File: src/rtl/play_sequencer.sv
// play_sequencer: turns the selected mode into a timed note stream.
// Auto modes walk the song ROM (note, duration, gap); manual mode turns
// single keypad presses into fixed-length notes.
module play_sequencer #(
  parameter int TICK_DIV     = 3_125_000,
  parameter int GAP_CYCLES   = 250_000,
  parameter int MANUAL_TICKS = 4,
  parameter int ADDR_W       = 8
) (
  input  logic              clk,
  input  logic              rst_n,
  input  logic [2:0]        current_mode,
  input  logic              mode_switch,
  input  logic [15:0]       key_pulse,
  output logic [1:0]        rom_song,
  output logic [ADDR_W-1:0] rom_addr,
  input  logic [11:0]       rom_data,
  output logic [5:0]        note_code,
  output logic              note_valid,
  output logic              playing,
  output logic              song_done
);

  // One counter serves note duration, gap and manual note length, so it is
  // sized for the largest of the three.
  localparam int DUR_MAX = 63 * TICK_DIV;
  localparam int MAN_MAX = MANUAL_TICKS * TICK_DIV;
  localparam int CNT_MAX = (DUR_MAX > MAN_MAX) ?
                           ((DUR_MAX > GAP_CYCLES) ? DUR_MAX : GAP_CYCLES) :
                           ((MAN_MAX > GAP_CYCLES) ? MAN_MAX : GAP_CYCLES);
  localparam int CNT_W = $clog2(CNT_MAX + 1);

  localparam logic [CNT_W-1:0]  CNT_ONE   = CNT_W'(1);
  localparam logic [CNT_W-1:0]  TICK_LOAD = CNT_W'(TICK_DIV);
  localparam logic [CNT_W-1:0]  MAN_LOAD  = CNT_W'(MAN_MAX);
  localparam logic [CNT_W-1:0]  GAP_LOAD  = CNT_W'(GAP_CYCLES);
  localparam logic [ADDR_W-1:0] ADDR_ONE  = ADDR_W'(1);
  localparam logic [15:0]       MODE_KEYS = 16'h8889;
  localparam logic [5:0]        END_CODE  = 6'd63;

  typedef enum logic [2:0] {
    S_MANUAL, S_IDLE, S_FETCH, S_WAIT, S_PLAY, S_GAP, S_DONE
  } state_t;

  state_t            state_reg, state_next;
  logic [1:0]        rom_song_reg, rom_song_next;
  logic [ADDR_W-1:0] rom_addr_reg, rom_addr_next;
  logic [5:0]        note_code_reg, note_code_next;
  logic              note_valid_reg, note_valid_next;
  logic              playing_reg, playing_next;
  logic              song_done_reg, song_done_next;
  logic [CNT_W-1:0]  cnt_reg, cnt_next;

  logic       key_ok;
  logic [5:0] key_code;
  logic [5:0] dur_eff;

  // Keypad decode: accept only a single, non-mode key and encode it as i+1.
  always_comb begin
    key_code = 6'd0;
    for (int i = 0; i < 16; i++) begin
      if (key_pulse[i]) key_code = 6'(i + 1);
    end
    key_ok = (key_pulse != 16'd0) &&
             ((key_pulse & (key_pulse - 16'd1)) == 16'd0) &&
             ((key_pulse & MODE_KEYS) == 16'd0);
    // A zero duration still sounds for one tick.
    dur_eff = (rom_data[5:0] == 6'd0) ? 6'd1 : rom_data[5:0];
  end

  // State and output registers.
  always_ff @(posedge clk or negedge rst_n) begin
    if (!rst_n) begin
      state_reg      <= S_MANUAL;
      rom_song_reg   <= 2'd0;
      rom_addr_reg   <= '0;
      note_code_reg  <= 6'd0;
      note_valid_reg <= 1'b0;
      playing_reg    <= 1'b0;
      song_done_reg  <= 1'b0;
      cnt_reg        <= '0;
    end else begin
      state_reg      <= state_next;
      rom_song_reg   <= rom_song_next;
      rom_addr_reg   <= rom_addr_next;
      note_code_reg  <= note_code_next;
      note_valid_reg <= note_valid_next;
      playing_reg    <= playing_next;
      song_done_reg  <= song_done_next;
      cnt_reg        <= cnt_next;
    end
  end

  // Next-state logic; mode_switch overrides whatever the current state does.
  always_comb begin
    state_next      = state_reg;
    rom_song_next   = rom_song_reg;
    rom_addr_next   = rom_addr_reg;
    note_code_next  = note_code_reg;
    note_valid_next = note_valid_reg;
    cnt_next        = cnt_reg;

    if (mode_switch) begin
      note_valid_next = 1'b0;
      cnt_next        = '0;
      if (current_mode == 3'd0) begin
        state_next = S_MANUAL;
      end else if (current_mode <= 3'd4) begin
        state_next    = S_FETCH;
        rom_song_next = 2'(current_mode - 3'd1);
        rom_addr_next = '0;
      end else begin
        state_next = S_IDLE;
      end
    end else begin
      case (state_reg)
        S_MANUAL: begin
          if (key_ok) begin
            note_code_next  = key_code;
            note_valid_next = 1'b1;
            cnt_next        = MAN_LOAD;
          end else if (note_valid_reg) begin
            if (cnt_reg <= CNT_ONE) begin
              note_valid_next = 1'b0;
              cnt_next        = '0;
            end else begin
              cnt_next = cnt_reg - CNT_ONE;
            end
          end
        end
        S_FETCH: state_next = S_WAIT;
        S_WAIT: begin
          if (rom_data[11:6] == END_CODE) begin
            state_next = S_DONE;
          end else begin
            note_code_next  = rom_data[11:6];
            note_valid_next = (rom_data[11:6] != 6'd0);
            cnt_next        = CNT_W'(dur_eff) * TICK_LOAD;
            state_next      = S_PLAY;
          end
        end
        S_PLAY: begin
          if (cnt_reg <= CNT_ONE) begin
            note_valid_next = 1'b0;
            cnt_next        = GAP_LOAD;
            state_next      = S_GAP;
          end else begin
            cnt_next = cnt_reg - CNT_ONE;
          end
        end
        S_GAP: begin
          if (cnt_reg <= CNT_ONE) begin
            cnt_next = '0;
            // The address saturates: the last slot ends the song.
            if (rom_addr_reg == '1) begin
              state_next = S_DONE;
            end else begin
              rom_addr_next = rom_addr_reg + ADDR_ONE;
              state_next    = S_FETCH;
            end
          end else begin
            cnt_next = cnt_reg - CNT_ONE;
          end
        end
        S_DONE:  state_next = S_IDLE;
        default: state_next = state_reg;
      endcase
    end

    playing_next   = (state_next == S_FETCH) || (state_next == S_WAIT) ||
                     (state_next == S_PLAY)  || (state_next == S_GAP);
    song_done_next = (state_next == S_DONE);
  end

  assign rom_song   = rom_song_reg;
  assign rom_addr   = rom_addr_reg;
  assign note_code  = note_code_reg;
  assign note_valid = note_valid_reg;
  assign playing    = playing_reg;
  assign song_done  = song_done_reg;

endmodule

File: config.mk
export PLATFORM = sky130hd
export DESIGN_NAME = play_sequencer
export DESIGN_NICKNAME = d
export VERILOG_FILES = /design/src/rtl/play_sequencer.sv
export SDC_FILE = /design/constraint.sdc
export NUM_CORES = 1
export LEC_CHECK = 0
export BUFFER_PORTS_ARGS = -buffer_cell sky130_fd_sc_hd__buf_2
export CAP_MARGIN = 10
export CELL_PAD_IN_SITES_DETAIL_PLACEMENT = 1
export CELL_PAD_IN_SITES_GLOBAL_PLACEMENT = 1
export CORE_MARGIN = 4
export CORE_UTILIZATION = 49
export DETAILED_ROUTE_END_ITERATION = 10
export GPL_TIMING_DRIVEN = 0
export PLACE_DENSITY_LB_ADDON = 0.1
export RECOVER_POWER = 25
export SYNTH_ARGS = -nofsm -noshare
export SYNTH_HDL_FRONTEND = slang
export SYNTH_SLANG_ARGS = --single-unit
File: constraint.sdc
create_clock -name clk -period 5.3 [get_ports clk]
set_clock_uncertainty 0.05 [all_clocks]
set_input_delay 1.06 -clock clk [delete_from_list [all_inputs] [get_ports clk]]
set_output_delay 1.06 -clock clk [all_outputs]
set_load 0.05 [all_outputs]
==> impl_metrics.toml, run 1 <==
[routing]
dr.first_iter.drc_count = 353
wl_per_cell_um = 20.61
viasPerCell = 6.320
drc = 0
vias = 5100
dr.pass1.iters = 5
ant_nets = 0
wirelength_um = 16640

[logic_synthesis]
synthArstFlopShare_pct = 100.0
avgSynthCellArea_um2 = 8.238
seq_area_frac_synth_pct = 24.78
synth-edff-count = 0
synth_flop_cell = "dfrtp_1"
netlist_instances = 613
synth_cell_type_count = 64
yosys_warnings = 0
syn_area_um2 = 5050
synth_nets = 710
ys_ff_latch = 50

[floorplan]
die_y_um = 109.5
die_w_um = 109.5
ios = 53
initial_core_util_pct = 50.96
fp.coreArea_um2 = 9910
dieArea_um2 = 11990
num_rows = 36

[pwr]
switching_power_mw = 1.621
powerDensity_nw_per_um2 = 527.7
netSwitchingFraction_pct = 54.24
internal_power_mw = 1.368
ir_worst_vdd_mv = 0.2894
finalPower_mw = 2.989
power_frac_comb_pct = 71.7
sequentialPowerShare_pct = 20.4
power.leakage_nw = 2.661
clock_power_share_pct = 7.9

[sta]
relSlewSlack_pct = -43.88
period_needed_ns = 5.202
hold_viol = 0
fin_crit_sh_pct = 98.15
fmax_mhz = 192.2
hold_ws_ns = 0.4454
maxSlewViolCount = 39
max_slew.worst_pin.slew_ns = 2.158
setup_viol = 0

[global_routing]
grt_pass1_vias = 5368
grt_pass1_wl_um = 27190
grt_max_degree = 51
grt_overflow = 0
grtUsageTotal_pct = 28.68
grt_antenna_before_repair = 0

[cts]
clock_sinks = 50
clk_pin_slew_worst_paths_ns = 0.11
root_buffer = "clkbuf_8"
numCtsBuffers = 5
htree_levels = 2
tritoncts = "done"
clockBufferDepth = 2
clock_latency_ns = 0.32

[final_layout]
area_delta_synth_final_pct = 12.17
drive_above_1_share_pct = 14.39
multiInputGateArea_um2 = 3565
design_area_um2 = 5664
finalNonFillerCells = 807
seq_area_um2 = 1251
diodes = 0
fill_cells = 1237
largest_register_ffs = 28
nNetsFinal = 770

[place]
place_inst = 796
routabilityCongestion = 0.8952
port_buffers = 50
place_area_um2 = 5466
hpwlAfterDp_um = 12890

[worst_setup_path]
critical_path_required_ns = 5.46
path_class = "in -> reg"
start_kind = "primary input"
end_kind = "flop"
path_max_fanout = 6
worstPathArrival_ns = 5.37

[flow_run]
drv_cap = 1

[worst_hold_path]
hold_path_class = "reg -> reg"

[outcome]
status = "complete, but fails checks"
violations = "max-capacitance violations, max-slew violations"
placed cells by master, fill, tap and decap left out, types with 5 or more instances in the layout:
| cell | Yosys | routed |
|---|---|---|
| a211oi_1 | 8 | 8 |
| a21o_1 | 5 | 5 |
| a21oi_1 | 39 | 38 |
| a221o_1 | 5 | 5 |
| a22o_1 | 11 | 11 |
| a31oi_1 | 9 | 8 |
| and3_1 | 6 | 6 |
| buf_2 | 8 | 57 |
| clkbuf_1 | 15 | 15 |
| clkbuf_8 | 0 | 5 |
| dfrtp_1 | 50 | 50 |
| fa_1 | 18 | 18 |
| ha_1 | 45 | 43 |
| inv_1 | 57 | 55 |
| nand2_1 | 48 | 48 |
| nand2b_1 | 8 | 8 |
| nand3_1 | 12 | 12 |
| nand4_1 | 6 | 6 |
| nor2_1 | 49 | 47 |
| nor3_1 | 20 | 20 |
| nor4_1 | 5 | 5 |
| o211ai_1 | 5 | 5 |
| o21ai_0 | 47 | 47 |
| o22ai_1 | 5 | 5 |
| o31ai_1 | 7 | 7 |
| or3_1 | 10 | 10 |
| or4_1 | 6 | 6 |
| xnor2_1 | 13 | 13 |
| xor2_1 | 22 | 22 |
through the flow:
stage	worst slack, ns	util [%]	setup TNS [ns]
global placement	-0.5805	55.16	-1.747
global route	-0.03633	57.16	-0.03633
CTS	0.01674	56.50	0
detailed placement	-0.7817	55.16	-3.455
floorplan	0.1832	-	0
finish	0.09818	57.16	0
path summary, 6_finish.rpt:
check	from	endpoint	slack [ns]	cells after the start
min	note_code[2]	note_code[2]	0.45	2
max	rom_data[4]	cnt_reg[24]	0.1	18
max reg2reg	cnt_reg[9]	cnt_reg[5]	2.17	9
min reg2reg	note_code[2]	note_code[2]	0.45	2
max in group asynchronous	rst_n	note_code[5]	2.03	2
min in group asynchronous	rst_n	cnt_reg[23]	0.71	1
layout make-up:
type	instances	area share (%)
plain buffers	26	1.944
clock inverters	3	0.3755
inverters	57	3.777
clock buffers	5	1.215
well taps	133	2.938
flip-flops and latches	50	22.09
repair buffers	53	4.727
multi-input cells	480	62.93
cells in the mapped netlist, types with 6 or more instances:
cell type,n,area share [%]
a211oi_1,8,1.2
a21oi_1,39,3.9
a22o_1,11,1.9
a31oi_1,9,1.1
and3_1,6,0.74
buf_2,8,0.79
clkbuf_1,15,1.1
dfrtp_1,50,25
fa_1,18,7.1
ha_1,45,11
inv_1,57,4.2
nand2_1,48,3.6
nand2b_1,8,0.99
nand3_1,12,1.2
nand4_1,6,0.74
nor2_1,49,3.6
nor3_1,20,2.0
o21ai_0,47,4.7
o31ai_1,7,1.0
or3_1,10,1.2
or4_1,6,0.89
xnor2_1,13,2.3
xor2_1,22,3.8
what timing repair did:
item | CTS | global route
buffers inserted | 1 | 1
setup endpoints to repair | 5 | 5
hold buffers | 0 | 0
gates resized for setup | 8 | 13
hold endpoints to repair | 0 | 0
pin swaps | 1 | 5
power by group through the flow:
stage	clock [mW]	sequential [mW]	combinational [mW]
floorplan	0	0.712	1.35
global placement	0	0.602	1.91
detailed placement	0	0.609	2.00
CTS	0.241	0.604	2.05
global route	0.257	0.626	2.35
finish	0.237	0.609	2.14
routing by layer:
layer / share of wire, % / vias up / routed length, um / track usage (%)
li1: - / 2334 / - / -
met1: 43 / 2540 / 7121 / 38.43
met2: 48 / 184 / 7992 / 47.04
met3: 6.3 / 42 / 1054 / 4.815
met4: 2.8 / 0 / 468 / 9.617
met5: 0 / - / 0 / 0
worst max-delay path, cell delays in order:
cell and delay [ns]:
buf_2 0.14, inv_1 0.09, ha_2 0.21, a31oi_2 0.24, ha_2 0.29, ha_1 0.29, xnor2_1 0.17, fa_1 0.58
inv_1 0.05, ha_1 0.36, a2111oi_1 0.51, a21oi_1 0.13, o21ai_2 0.15, o2111ai_4 0.19, a2111oi_4 0.33, nor3_1 0.11
xor2_1 0.17, a221o_1 0.30
kinds of logic after synthesis:
kind of cell             after synthesis  share of synthesized area (%)
buffers and inverters                 83                          6.368
flip-flops                            50                          24.78
adder cells (fa/ha/maj)               63                          18.29
AND/OR/NAND/NOR                      192                          19.33
XOR/XNOR                              35                          6.070
multiplexers                           4                         0.8176
AO/OA/AOI/OAI                        186                          24.36
Power figures use the tool's default switching activity.
==> run 2: changes to the inputs <==
--- a/config.mk
+++ b/config.mk
@@ -9,8 +9,9 @@
 export CAP_MARGIN = 10
 export CELL_PAD_IN_SITES_DETAIL_PLACEMENT = 1
 export CELL_PAD_IN_SITES_GLOBAL_PLACEMENT = 1
+export CORE_ASPECT_RATIO = 1.4
 export CORE_MARGIN = 4
-export CORE_UTILIZATION = 49
+export CORE_UTILIZATION = 46
 export DETAILED_ROUTE_END_ITERATION = 10
 export GPL_TIMING_DRIVEN = 0
 export PLACE_DENSITY_LB_ADDON = 0.1
==> constraint.sdc (replaced) <==
create_clock -name clk -period 5.9 [get_ports clk]
set_clock_uncertainty 0.05 [all_clocks]
set_input_delay 1.18 -clock clk [delete_from_list [all_inputs] [get_ports clk]]
set_output_delay 1.18 -clock clk [all_outputs]
set_load 0.05 [all_outputs]
==> run 2 against run 1 <==
Against the previous run: the run still ends with max-capacitance violations, max-slew violations left; wire length down 0.78%; non-clock buffer count down 2; cell count up 0.74%; critical endpoint unchanged; largest power group unchanged.
==> impl_metrics.toml, run 2 (synthesis results as in run 1) <==
[floorplan]
die_w_um = 96.55
ios = 53
initial_core_util_pct = 46.71
die_y_um = 132.0
fp.coreArea_um2 = 10810
num_rows = 45
dieArea_um2 = 12740

[routing]
dr_wl_met3_um = 630
dr.pass1.iters = 4
ant_nets = 0
drc = 0
route.met2.wl_um = 9181
wl_met1_um = 5969
wirelength_um = 16510
dr.first_iter.drc_count = 241
vias = 4933
wl_per_cell_um = 20.30
viasPerCell = 6.068
routed.top_layer = "met4"

[cts]
clock_latency_ns = 0.30
clk_pin_slew_worst_paths_ns = 0.07
numCtsBuffers = 5
clock_sinks = 50
root_buffer = "clkbuf_16"
clockBufferDepth = 2
tritoncts = "done"
cts_resized = 1
holdBufCountCts = 0
postCtsSetupBuffers = 0
htree_levels = 2

[global_routing]
grtUsageTotal_pct = 26.82
grt_overflow = 0
grt_pass1_vias = 5322
grt_pass1_wl_um = 26450
grt_antenna_before_repair = 0
grt_max_degree = 51

[sta]
period_needed_ns = 5.628
fmax_mhz = 177.7
hold_ws_ns = 0.4334
rsz0062_at_grt = "false"
relSlewSlack_pct = -8.053
fin_crit_sh_pct = 95.39
hold_viol = 0
setup_viol = 0
max_slew.worst_pin.slew_ns = 1.621
maxSlewViolCount = 29

[final_layout]
final_cell_mix = "57 x buf_2, 57 x inv_1, 50 x dfrtp_1"
area_delta_synth_final_pct = 11.94
largest_register_ffs = 28
finalNonFillerCells = 813
fill_cells = 1355
drive_above_1_share_pct = 12.35
nNetsFinal = 768
seq_area_um2 = 1251
design_area_um2 = 5653
multiInputGateArea_um2 = 3500
diodes = 0

[flow_run]
drv_cap = 1

[worst_setup_path]
max_stage_delay_ns = 0.54
cp_num_buf_inv = 4
worstPathArrival_ns = 5.76
end_kind = "flop"
critical_path_required_ns = 6.04
cpLargestDelayFamily = "adder cells"
cp_slowest_cell = "fa_1"
start_kind = "primary input"
path_max_fanout = 4
path_class = "in -> reg"
critical_path.cell_chain = "buf_2 > inv_1 > ha_1 > nand2_1 > o21bai_4 > ha_1 > inv_1 > fa_1 > fa_1 > inv_1 > ha_1 > o21a_1 > o31a_1 > o21ai_2 > o2111ai_1 > a2111oi_1 > nor3_1 > xor2_1 > a221o_1"

[outcome]
violations = "max-capacitance violations, max-slew violations"
status = "complete, but fails checks"

[place]
routabilityCongestion = 0.9593
place_area_um2 = 5477
port_buffers = 50
place_inst = 804
hpwlAfterDp_um = 13300

[pwr]
power.leakage_nw = 2.671
powerDensity_nw_per_um2 = 472.0
ir_worst_vdd_mv = 0.1639

[worst_hold_path]
hold_path_class = "reg -> reg"
==> run 2: metal layers <==
layer / global-route usage (%) / up-vias
li1: - / 2331
met1: 27.47 / 2435
met2: 49.92 / 121
met3: 3.712 / 46
met4: 15.05 / 0
met5: 0 / -
==> run 2: final timing paths <==
| path | slack [ns] | depth (start not counted) | from | to |
|---|---|---|---|---|
| worst min register to register | 0.43 | 2 | note_code[0] | note_code[0] |
| worst min-delay path | 0.43 | 2 | note_code[0] | note_code[0] |
| worst max-delay path | 0.27 | 19 | rom_data[4] | cnt_reg[24] |
| min in group asynchronous | 1.07 | 1 | rst_n | cnt_reg[11] |
| max in group asynchronous | 2.63 | 2 | rst_n | note_code[1] |
| worst max register to register | 2.80 | 10 | state_reg[1] | cnt_reg[24] |
==> run 2: power breakdown <==
part	internal, mW	leakage [nW]	total (mW)	switching, mW
clock	0.168	0.0729	0.303	0.135
sequential	0.441	0.667	0.542	0.101
combinational	0.671	1.93	1.82	1.15
==> run 2: cell type report <==
type | instances | area share [%]
timing repair buffer | 51 | 4.471
inverter | 57 | 3.785
multi-input combinational | 480 | 61.91
clock inverter | 2 | 0.2213
sequential | 50 | 22.13
buffer | 26 | 1.903
clock buffer | 6 | 2.457
tap | 141 | 3.121
==> run 2: worst min-delay path, stage by stage, from the launching register on <==
cell and delay (ns):
dfrtp_1 0.34, nand2_1 0.05, o21ai_0 0.06
==> run 2: per-stage QoR <==
step           setup WS [ns]  util [%]  TNS (ns)  total power, mW
6_report              0.2721     52.29         0            2.668
5_1_grt              0.01175     52.29         0            2.891
4_1_cts               0.1412     52.09         0            2.652
3_5_place_dp         -0.3631     50.66   -0.6105            2.333
3_3_place_gp         -0.2359     50.66   -0.3074            2.265
2_1_floorplan         0.6632         -         0            1.853
==> run 3: changes to the inputs <==
--- a/config.mk
+++ b/config.mk
@@ -11,11 +11,12 @@
 export CELL_PAD_IN_SITES_GLOBAL_PLACEMENT = 1
 export CORE_ASPECT_RATIO = 1.4
 export CORE_MARGIN = 4
-export CORE_UTILIZATION = 46
+export CORE_UTILIZATION = 30
 export DETAILED_ROUTE_END_ITERATION = 10
 export GPL_TIMING_DRIVEN = 0
 export PLACE_DENSITY_LB_ADDON = 0.1
 export RECOVER_POWER = 25
+export SETUP_SLACK_MARGIN = 0.5
 export SYNTH_ARGS = -nofsm -noshare
 export SYNTH_HDL_FRONTEND = slang
 export SYNTH_SLANG_ARGS = --single-unit
==> run 3 against run 2 <==
Against the previous run: the run still ends with max-capacitance violations, max-slew violations left; non-clock buffer count increased by 4; final area increased by 3.3%; combinational power increased by 4%; utilization decreased by 17 points; global-route usage decreased by 8.0 points; wire length increased by 8.3%; largest cell class unchanged; critical endpoint is now cnt_reg[27]; flip-flop and latch count unchanged; critical path type unchanged; count of clock-buffer cells in the layout unchanged; sequential share of layout area decreased by 0.70 points.
==> impl_metrics.toml, run 3 (synthesis results as in run 1) <==
[outcome]
status = "complete, but fails checks"
violations = "max-capacitance violations, max-slew violations"

[place]
routabilityCongestion = 0.8460
place_area_um2 = 5569
hpwlAfterDp_um = 14450
port_buffers = 50
dp_slack_ns = -0.4262

[worst_setup_path]
path_class = "in -> reg"
critical_path.cell_chain = "buf_2 > inv_1 > ha_4 > nand2_1 > o21bai_4 > ha_1 > inv_2 > fa_1 > fa_1 > inv_1 > ha_1 > or4_1 > o221ai_2 > a31o_4 > o21ba_2 > o21ai_0 > xor2_1 > a221o_1"
cp_num_buf_inv = 4
path_max_fanout = 5
max_stage_delay_ns = 0.53
critical_path_required_ns = 6.04
worstPathArrival_ns = 5.35
rr_worst_depth = 8
end_kind = "flop"
cp.depth = 18
r2r_slack_ns = 2.71
cpLargestDelayFamily = "adder cells"
start_kind = "primary input"
cp_slowest_cell = "fa_1"

[cts]
clockBufferDepth = 2
root_buffer = "clkbuf_16"
tritoncts = "done"
clock_sinks = 50
clock_latency_ns = 0.30
htree_levels = 2
clk_pin_slew_worst_paths_ns = 0.08
numCtsBuffers = 5
holdBufCountCts = 0

[floorplan]
dieArea_um2 = 19000
die_w_um = 117.7
ios = 53
initial_core_util_pct = 30.83
num_rows = 55
die_y_um = 161.5
fp.coreArea_um2 = 16380

[pwr]
powerDensity_nw_per_um2 = 470.3
power.leakage_nw = 2.700
finalPower_mw = 2.745
ir_worst_vdd_mv = 0.1713

[final_layout]
area_delta_synth_final_pct = 15.61
drive_above_1_share_pct = 14.64
diodes = 0
largest_register_ffs = 28
nNetsFinal = 772
layout.cells.most_common = "buf_2"
final_cell_mix = "57 x buf_2, 54 x inv_1, 50 x dfrtp_1"
design_area_um2 = 5838

[global_routing]
grtUsageTotal_pct = 18.77
grt_max_degree = 31
grt_pass1_wl_um = 28550
grt_overflow = 0
grt_pass1_vias = 5373
grt_antenna_before_repair = 0

[flow_run]
drv_cap = 1

[routing]
dr.first_iter.drc_count = 157
wl_per_cell_um = 20.43
drc = 0
vias = 4936
route.met2.wl_um = 9883
wl_met1_um = 6740
routed.top_layer = "met4"
wirelength_um = 17880
viasPerCell = 5.641
dr_wl_met3_um = 497
ant_nets = 0
dr.pass1.iters = 4

[worst_hold_path]
hold_path_class = "reg -> reg"
hold_depth = 2

[sta]
max_slew.worst_pin.slew_ns = 1.814
fmax_mhz = 191.8
period_needed_ns = 5.213
hold_viol = 0
relSlewSlack_pct = -20.93
maxSlewViolCount = 31
fin_crit_sh_pct = 88.35
rsz0062_at_grt = "true"
finalWorstSetupSlack_ns = 0.6871
setup_viol = 0
run 3: area by class of cell:
type | count | area, um^2
fill | 1990 | 10540
timing repair buffer | 55 | 282.8
multi-input combinational | 480 | 3588
inverter | 57 | 214.0
tap | 199 | 249.0
clock buffer | 6 | 128.9
sequential | 50 | 1251
clock inverter | 2 | 13.76
buffer | 26 | 110.1
run 3: worst register-to-register path: cells and delay by family, from the launching register on:
family,cells,cell delay (ns)
flops,1,0.37
compound gates,1,0.26
simple gates,4,1.22
buf+inv,3,1.23
run 3: per-stage QoR:
| stage | hold WS (ns) | TNS, ns | std cells | util, % |
|---|---|---|---|---|
| 6_report | 0.4302 | 0 | 875 | 35.65 |
| 4_1_cts | 0.4369 | 0 | 873 | 35.18 |
| 3_3_place_gp | 0.4118 | -0.4653 | 862 | 33.88 |
| 3_5_place_dp | 0.4207 | -0.7838 | 863 | 34.00 |
| 2_1_floorplan | 0.4073 | 0 | 613 | - |
| 5_1_grt | 0.4633 | 0 | 875 | 35.65 |
run 3: path summary, 6_finish.rpt:
path,from,endpoint
max in group asynchronous,rst_n,note_code[2]
setup reg to reg,state_reg[0],cnt_reg[27]
setup / recovery,rom_data[4],cnt_reg[27]
min in group asynchronous,rst_n,cnt_reg[0]
hold / removal,note_code[4],note_code[4]
hold reg to reg,note_code[4],note_code[4]
run 3: repair_timing:
| action | CTS | global route |
|---|---|---|
| setup endpoints to repair | 7 | 4 |
| gates resized for setup | 10 | 16 |
| cloned | 0 | 0 |
| pin swaps | 4 | 6 |
| setup buffers | 2 | 2 |
run 3: per-layer routing:
metal | GRT usage (%) | vias up
met2 | 37.37 | 105
met3 | 2.137 | 34
met5 | 0 | -
met4 | 8.693 | 0
li1 | - | 2337
met1 | 19.31 | 2460
run 3: power by group:
part           total (mW)  switching [mW]  internal, mW
Sequential          0.540          0.0998         0.440
Combinational        1.90            1.19         0.709
Clock               0.302           0.144         0.158
